### config.mk
export PLATFORM = sky130hd
export DESIGN_NAME = clock_divider_bank
export DESIGN_NICKNAME = d
export VERILOG_FILES = /design/src/rtl/clock_divider_bank.sv
export SDC_FILE = /design/constraint.sdc
export NUM_CORES = 1
export LEC_CHECK = 0
export ABC_CLOCK_PERIOD_IN_PS = 4970
export CORE_MARGIN = 10
export CORE_UTILIZATION = 35
export DETAILED_ROUTE_END_ITERATION = 8
export SLEW_MARGIN = 30
export SYNTH_ARGS = -nofsm -noshare
export SYNTH_HDL_FRONTEND = slang
export SYNTH_SLANG_ARGS = --single-unit
### constraint.sdc
create_clock -name clock_in -period 4.97 [get_ports clock_in]
set_input_delay 0.497 -clock clock_in [delete_from_list [all_inputs] [get_ports clock_in]]
set_output_delay 0.497 -clock clock_in [all_outputs]
set_load 0.02 [all_outputs]
### src/rtl/clock_divider_bank.sv
// Bank of CHANNELS programmable clock dividers, optionally cascaded, each producing a
// one-cycle tick and a 50%-duty square wave. Divisor updates are handshaked and applied at wrap.
module clock_divider_bank #(
    parameter int CHANNELS    = 3,
    parameter int CNT_WIDTH   = 32,
    parameter int DEFAULT_DIV = 250000,
    parameter int CASCADE     = 1,
    parameter int SEL_WIDTH   = 3
) (
    input  logic                 clock_in,
    input  logic                 reset,
    input  logic                 run,
    input  logic                 cfg_valid,
    output logic                 cfg_ready,
    input  logic [SEL_WIDTH-1:0] cfg_chan,
    input  logic [CNT_WIDTH-1:0] cfg_div,
    output logic [CHANNELS-1:0]  tick_out,
    output logic [CHANNELS-1:0]  clock_out,
    output logic [CHANNELS-1:0]  busy
);

    localparam logic [CNT_WIDTH-1:0] DEF_DIV = CNT_WIDTH'(DEFAULT_DIV);

    logic xfer;

    // Out-of-range channels always look ready so their writes are swallowed.
    always_comb begin
        cfg_ready = 1'b1;
        for (int k = 0; k < CHANNELS; k++) begin
            if (cfg_chan == SEL_WIDTH'(k)) cfg_ready = ~busy[k];
        end
    end

    assign xfer = cfg_valid & cfg_ready;

    for (genvar k = 0; k < CHANNELS; k++) begin : g_chan
        logic                 en;
        logic                 wrap;
        logic                 load;
        logic                 tick_r;
        logic                 clk_r;
        logic                 pend_r;
        logic [CNT_WIDTH-1:0] cnt_r;
        logic [CNT_WIDTH-1:0] div_r;
        logic [CNT_WIDTH-1:0] nxt_r;

        if (k == 0 || CASCADE == 0) begin : g_en_direct
            assign en = run;
        end else begin : g_en_cascade
            assign en = run & tick_out[k-1];
        end

        assign wrap = en & (cnt_r == div_r);
        assign load = xfer & (cfg_chan == SEL_WIDTH'(k));

        always_ff @(posedge clock_in) begin
            if (reset) begin
                tick_r <= 1'b0;
                clk_r  <= 1'b0;
                pend_r <= 1'b0;
                cnt_r  <= '0;
                div_r  <= DEF_DIV;
                nxt_r  <= DEF_DIV;
            end else begin
                tick_r <= wrap;
                if (wrap) clk_r <= ~clk_r;

                if (wrap) begin
                    cnt_r <= '0;
                    if (pend_r) begin
                        div_r  <= nxt_r;
                        pend_r <= 1'b0;
                    end
                end else if (en) begin
                    cnt_r <= cnt_r + 1'b1;
                end

                // A transfer only happens while not pending, so it never collides with the apply above.
                if (load) begin
                    if (run) begin
                        nxt_r  <= cfg_div;
                        pend_r <= 1'b1;
                    end else begin
                        div_r <= cfg_div;
                        cnt_r <= '0;
                    end
                end
            end
        end

        assign tick_out[k]  = tick_r;
        assign clock_out[k] = clk_r;
        assign busy[k]      = pend_r;
    end

endmodule

# == Yosys cells after proc, flatten, opt, wreduce, memory -nomap -nowiden ==
# Index checks and enable logic that the tools add are counted.
# classes
add_sub_neg,3
mul,0
div,0
n_lt_le_gt_ge,0
n_eq_ne,5
n_shift,0
n_mux,36
n_bitwise,15
n_reduce_logical,4
# ops
cell,count
$mux 32,24
$add 32x1->32 const B,3
$eq 32x32->1,3
$mux 1,12
$and 1x1->1,9
$not 1->1,6
$reduce_and 2->1,3
$eq 3x1->1 const B,1
$eq 3x2->1 const B,1
$logic_not 3->1,1
# totals
regBits,297
latch_bits,0
ramBits,0
rom_bits,0
output_inout_bits,10
n_memories,0

# == Depth between registers and ports, before layout ==
# Gate-level depths: netlist of run 1.
# logic_depth
ltp_word,7
mapped_depth,8
mapped_depth_nobuf,6

# == Worst setup path after synthesis of run 1 ==
# No wires, ideal clock.
# synth_timing
kind,reg2reg
startpoint,reg g_chan[1].cnt_r[21]
endpoint,reg g_chan[1].div_r[2]
arrival_ns,2.242
slack_ns,2.643
stages_incl_launch_ff,9
n_path_buf,2
synth_period_minus_slack_ns,2.327
cell_sequence,dfxtp_1 > xnor2_1 > o2111ai_1 > or4_4 > or4_4 > buf_6 > buf_6 > mux2i_1 > a211oi_1
# synth_via
elab_chain_cells,5
# synth_lines
element,line_no,text
start: declaration,43,logic [CNT_WIDTH-1:0] cnt_r;
start signal: assignment,75,cnt_r <= cnt_r + 1'b1;
$eq 32x32->1 *,53,assign wrap = en & (cnt_r == div_r);
$and 1x1->1 *,53,
$mux 32 *,68,if (wrap) begin
$mux 32,80,if (run) begin
$mux 32 *,79,if (load) begin
end signal: assignment,71,div_r <= nxt_r;
end signal: assignment,84,div_r <= cfg_div;
end: declaration,44,logic [CNT_WIDTH-1:0] div_r;
# Mark *: on every way between the ends. The rest lies on a longest branch, timed or not.
# A chain may end at the register's enable or synchronous reset.

# == Final worst setup path of run 1 ==
# layout_timing
startpoint,in run
endpoint,reg g_chan[2].div_r[22]
# layout_via
elab_chain_cells,5
# layout_lines
element,line_no,text
start: declaration,12,"input logic run,"
$and 1x1->1,50,assign en = run & tick_out[k-1];
$and 1x1->1,53,
$mux 32,68,
$mux 32,80,
$mux 32 *,79,
end signal: assignment,71,
end signal: assignment,84,
end: declaration,44,
# Marked as above.

==> impl_metrics.py, run 1 <==
metrics = {
    "worst_setup_path": {
        "cp_max_fo": 25,
        "crit_type": "in -> reg",
        "timing.critical_path.required_ps": 5440,
        "end_kind": "flop",
        "arrival_ps": 3800,
        "cp-start-kind": "primary input",
        "r2r_cells": 7,
    },
    "yosys": {
        "synth_cells": 1548,
        "synth_top_area_cell": "dfxtp_1",
        "synthFlopType": "dfxtp_1",
        "yosysMostFrequentCell": "dfxtp_1",
        "synthArstFlopShare_pct": 0,
        "synth_top_area_share_pct": 44.7,
        "seq_area_frac_synth_pct": 44.7,
        "synth_cell_types": 42,
        "netlist_area_sq_um": 13300,
        "ys_ff_latch": 297,
        "synth_edf_count": 0,
        "yosys_warnings": 0,
        "synthTopCellsByCount": "dfxtp_1, nand2_1, nor2_1",
        "syn_avg_cell_area_sq_um": 8.58,
        "synth_fp_nets": 1590,
        "synthTopCellsByArea": "dfxtp_1, mux2i_1, nand2_1, xnor2_1, xor2_1",
    },
    "placed_design": {
        "place_area_sq_um": 14100,
        "io_buffers": 48,
        "place_hpwl_um": 25300,
        "place.gp.congestion": 0.875,
        "dp_cells": 2025,
    },
    "cells_and_area": {
        "fin_area_sq_um": 15100,
        "syn_to_final_growth_pct": 13.5,
        "fin_util_pct": 40.2,
        "nets": 1589,
        "instances_no_fill": 2077,
        "diodes": 0,
        "drive_gt1_share_pct": 4.53,
    },
    "route": {
        "via_count": 10600,
        "drtPass1Iterations": 5,
        "wl_um": 36000,
        "drc_errors": 0,
        "via_per_inst": 5.09,
        "first_iter_violations": 770,
        "wl_per_cell_um": 17.3,
        "antenna_left": 0,
    },
    "grt": {
        "grt_pass1_vias": 10000,
        "grtUsageTotal_pct": 15.0,
        "grt_max_degree": 100,
        "antenna_found_initial": 0,
        "grt_pass1_wl_um": 56900,
        "overflow": 0,
    },
    "power": {
        "p_leak_nw": 5.85,
        "ir_drop_mv": 0.199,
        "power_density_nw_per_um2": 327,
    },
    "clocking": {
        "cts_hold_buf": 0,
        "h-tree-depth": 1,
        "cts.sinks": 297,
        "root_buffer": "clkbuf_16",
        "cts_tree": "done",
        "clk_pin_slew_ps": 60,
        "cts-resized-gates": 0,
        "cts_setup_buffers": 0,
        "cts_buffers": 31,
        "clock_path_buffers": 3,
        "clk_latency_ps": 570,
    },
    "hold_path": {
        "min_path_type": "in -> reg",
        "min_path_cells": 2,
    },
    "floorplan": {
        "placementRows": 71,
        "core_sq_um": 37600,
        "die_area_sq_um": 46200,
        "start_util_pct": 35.4,
        "num_io_pins": 49,
        "die_x_um": 215,
        "die_h_um": 215,
    },
    "job": {
        "maxCapViolations": 0,
    },
    "timing": {
        "post-route-period-util_pct": 66.9,
        "slew_violations": 0,
        "rsz0062_at_grt": "false",
        "finalHoldViolations": 0,
        "clock_skew_ps": 25.9,
        "tns_ps": 0,
        "setup_viol": 0,
        "tightestPinTransition_ps": 918,
        "fin_hold_ws_ps": 215,
        "slew_headroom_pct": 38.8,
        "fin_crit_ps": 3320,
        "max_freq_mhz": 301,
    },
    "status": {
        "status": "finished, final reports clean",
    },
}
## layout make-up
cell class | count | area, sq um
repair buffers | 62 | 591
fillers | 3722 | 22500
well taps | 511 | 639
inverters | 22 | 82.6
clock buffers | 48 | 940
flip-flops and latches | 297 | 5950
multi-input cells | 1133 | 6840
clock inverters | 4 | 51.3
## placed cells by master, fill, tap and decap left out, types with 2 or more instances in the layout
cell type and count:
o21ai_0 5, and2_1 7, nand3_1 50, nor3_1 11, nand2b_1 17, o21ai_1 21, nand2_2 3, a2111o_1 2
a211oi_1 75, buf_4 13, a222oi_1 2, clkbuf_1 7, nand4_1 26, or3_1 7, clkbuf_8 10, buf_6 2
nor2_1 191, nor4_1 25, and3_1 18, mux2i_1 98, ha_1 3, xnor2_1 83, nand3b_1 22, clkdlybuf4s50_1 47
or4_4 2, xor2_1 82, o2111ai_1 5, o221ai_1 3, dfxtp_1 297, o22ai_1 2, nor2b_1 16, nand2_1 231
and4_1 11, inv_1 21, clkbuf_16 31, nand2b_4 2, a21oi_1 105
## sequential cells by signal (all words and copies together), names as in the netlist
register       flops
g_chan.clk_r       3
g_chan.nxt_r      96
g_chan.pend_r      3
g_chan.cnt_r      96
g_chan.tick_r      3
g_chan.div_r      96
## per-layer routing
layer	track usage, %	up-vias	routed length [um]
li1	-	5281	-
met5	0	-	0
met2	23.8	252	16300
met3	2.53	57	1930
met1	20.5	4975	16800
met4	4.70	0	985
## final timing paths
| path | to | start | slack [ps] |
|---|---|---|---|
| setup / recovery | g_chan[2].div_r[22] | run | 1650 |
| setup reg to reg | g_chan[1].cnt_r[8] | g_chan[1].cnt_r[21] | 2180 |
| hold / removal | g_chan[2].clk_r | reset | 220 |
| hold reg to reg | g_chan[1].nxt_r[11] | g_chan[1].nxt_r[11] | 450 |
## power by group
group          switching (mW)  leakage, nW  internal (mW)
clock                   0.936        0.485           1.33
combinational           0.148         2.96         0.0805
sequential             0.0261         2.40           2.41
total                    1.11         5.85           3.83
## worst max-delay path: stages
cell and delay [ps]:
clkdlybuf4s50_1 1000, nand2_1 250, a2111o_1 340, nor4_1 270, nand4_1 500, buf_4 470
mux2i_1 170, a211oi_1 250
## cells by family after synthesis
group                      after synthesis  share of synthesized area, %
DFF                                    297                          44.7
buffers and inverters                  118                          4.08
adders and majority gates                3                         0.283
AOI/OAI and AO/OA                      222                          10.2
and+or+nand+nor                        645                          22.4
xor gates and xnor gates               165                          10.9
muxes                                   98                          7.38
## stage by stage
stage | total power, mW | setup WS (ps)
after floorplan | 2.60 | 2640
after global placement | 2.71 | 1260
after detailed placement | 2.72 | 1130
after CTS | 4.99 | 1700
after global routing | 5.10 | 1380
final | 4.94 | 1650
No activity file was read; power rests on OpenSTA's default activity.
==> run 2, diff against run 1 <==
ABC_CLOCK_PERIOD_IN_PS = 2800   (was 4970)
clock period = 2.8 ns   (was 4.97 ns; I/O delays follow)
==> run 2 against run 1 <==
Sequential cell count did not move. Setup slack lost 1400 ps. Critical endpoint is now g_chan[0].div_r[27]. Combinational power increased by 83%. Design area rose by 3.0%.
==> impl_metrics.py, run 2 (synthesis gave the netlist of run 1 again) <==
metrics = {
    "worst_setup_path": {
        "arrival_ps": 3060,
        "cp_max_fo": 32,
        "crit_path_top_delay_cell": "or4b_2",
        "cp_num_buf_inv": 1,
        "reg2reg_from": "g_chan[0].cnt_r[27]",
        "crit_type": "reg -> reg",
        "r2r_cells": 7,
        "r2r_end": "g_chan[0].div_r[27]",
        "r2r_setup_slack_ps": 210,
        "slowest_delay_ps": 730,
        "timing.critical_path.required_ps": 3270,
        "end_kind": "flop",
        "cpLargestDelayFamily": "simple AND/OR/NAND/NOR gates",
        "cp-start-kind": "flop",
        "crit_chain": "nor2b_1 > a2111oi_1 > nand4_1 > or4b_2 > buf_12 > mux2i_1 > a211oi_1",
    },
    "hold_path": {
        "hold_path_end": "g_chan[2].clk_r",
        "hp-start": "reset",
        "min_path_type": "in -> reg",
        "min_path_cells": 2,
    },
    "placed_design": {
        "place.gp.congestion": 0.868,
        "pre_cts_ws_ps": -25.3,
        "place_area_sq_um": 14500,
        "dp_cells": 2063,
        "io_buffers": 48,
        "place_hpwl_um": 26200,
    },
    "timing": {
        "max_freq_mhz": 387,
        "fin_crit_ps": 2590,
        "post-route-period-util_pct": 92.4,
        "setup_viol": 0,
        "setup_slack_ps": 213,
        "slew_violations": 0,
        "finalHoldViolations": 0,
        "rsz0062_at_grt": "false",
        "slew_headroom_pct": 63.9,
        "tightestPinTransition_ps": 542,
        "clock_skew_ps": 8.64,
    },
    "grt": {
        "grt_pass1_vias": 9959,
        "antenna_found_initial": 0,
        "busiest_layer": "met2",
        "grt_use_met1_pct": 21.8,
        "grt_pass1_wl_um": 58200,
        "overflow": 0,
        "use_met3_pct": 1.91,
        "gr-usage-met2_pct": 24.6,
        "grt_max_degree": 96,
        "grtUsageTotal_pct": 15.4,
    },
    "route": {
        "wl_um": 37100,
        "antenna_left": 0,
        "first_iter_violations": 780,
        "drc_errors": 0,
        "via_per_inst": 5.07,
        "via_count": 10800,
        "wl_per_cell_um": 17.5,
        "drtPass1Iterations": 7,
    },
    "clocking": {
        "h-tree-depth": 1,
        "cts_hold_buf": 0,
        "clk_pin_slew_ps": 60,
        "cts_setup_buffers": 0,
        "clk_latency_ps": 560,
        "cts_tree": "done",
        "cts_buffers": 31,
        "root_buffer": "clkbuf_16",
        "clock_path_buffers": 3,
        "cts.sinks": 297,
    },
    "cells_and_area": {
        "diodes": 0,
        "final_common_cell": "dfxtp_1",
        "top_regs": "g_chan.cnt_r x96, g_chan.div_r x96, g_chan.nxt_r x96",
        "mostFrequentLayoutCells": "dfxtp_1, nand2_1, nor2_1",
        "fin_area_sq_um": 15500,
        "drive_gt1_share_pct": 6.77,
        "nets": 1627,
        "syn_to_final_growth_pct": 17.0,
        "instances_no_fill": 2120,
    },
    "power": {
        "p_comb_share_pct": 4.7,
        "internal_power_mw": 6.83,
        "ir_drop_mv": 0.424,
        "pwr-share-clk_pct": 46.3,
        "switching_power_mw": 2.02,
        "power_density_nw_per_um2": 570,
        "p_leak_nw": 6.12,
        "p_total_mw": 8.85,
        "pwr-share-seq_pct": 48.9,
        "sw_frac_of_total_pct": 22.9,
    },
    "status": {
        "status": "finished, final reports clean",
    },
    "floorplan": {
        "die_x_um": 215,
        "die_h_um": 215,
        "core_sq_um": 37600,
        "placementRows": 71,
        "die_area_sq_um": 46200,
        "num_io_pins": 49,
        "start_util_pct": 35.4,
    },
    "job": {
        "maxCapViolations": 0,
    },
}
==> run 2: cell count changes in the layout (fill, tap and decap cells not counted), sizes merged <==
cell    delta
clkinv    +10
buf       +38
inv        -1
clkbuf     -6
bufinv     +2
==> run 2: what timing repair did <==
action                                  4_1_cts  5_1_grt
endpoints found under the hold margin         0        0
endpoints found under the setup margin        0       21
resized for setup                             0        1
==> run 2: layout make-up <==
type / instances / area, sq um
Fill cell: 3764 / 22000
Timing Repair Buffer: 100 / 1060
Inverter: 22 / 82.6
Sequential cell: 297 / 5950
Multi-Input combinational cell: 1133 / 6810
Clock inverter: 15 / 156
Clock buffer: 42 / 847
Tap cell: 511 / 639
==> run 2: worst register-to-register path, stage by stage (launching register included) <==
cell,delay (ps)
dfxtp_1,330
nor2b_1,140
a2111oi_1,480
nand4_1,180
or4b_2,730
buf_12,220
mux2i_1,170
a211oi_1,250
==> run 2: worst max-delay path by stage <==
stage          slack, ps  cells after the start                 from             endpoint
3_5_place_dp         -30                      9                  run  g_chan[0].div_r[11]
3_3_place_gp          10                      9                  run   g_chan[0].div_r[5]
6_report             210                      7  g_chan[0].cnt_r[27]  g_chan[0].div_r[27]
4_1_cts              220                      7  g_chan[0].cnt_r[30]  g_chan[0].div_r[27]
2_1_floorplan        470                      8  g_chan[1].cnt_r[21]   g_chan[1].div_r[2]
5_1_grt               10                      7  g_chan[0].cnt_r[30]  g_chan[0].div_r[22]
==> run 2: per-layer routing <==
layer	vias to the layer above	wire [um]
met2	217	17100
li1	5357	-
met3	42	1690
met1	5140	17600
met4	0	668
met5	-	0
==> run 2: power by group through the flow <==
stage | Clock, mW | Sequential, mW | Combinational [mW]
final | 4.10 | 4.33 | 0.420
after global routing | 4.33 | 4.33 | 0.455
after CTS | 4.18 | 4.33 | 0.422
after detailed placement | 0 | 4.42 | 0.420
after global placement | 0 | 4.42 | 0.415
after floorplan | 0 | 4.40 | 0.217
==> run 2: through the flow <==
stage          hold WS [ps]  util, %  setup TNS (ps)
2_1_floorplan           401        -               0
3_3_place_gp            441     38.7               0
3_5_place_dp            446     38.7            -137
4_1_cts                 125     41.4               0
5_1_grt                 151     41.4               0
6_report                120     41.4               0
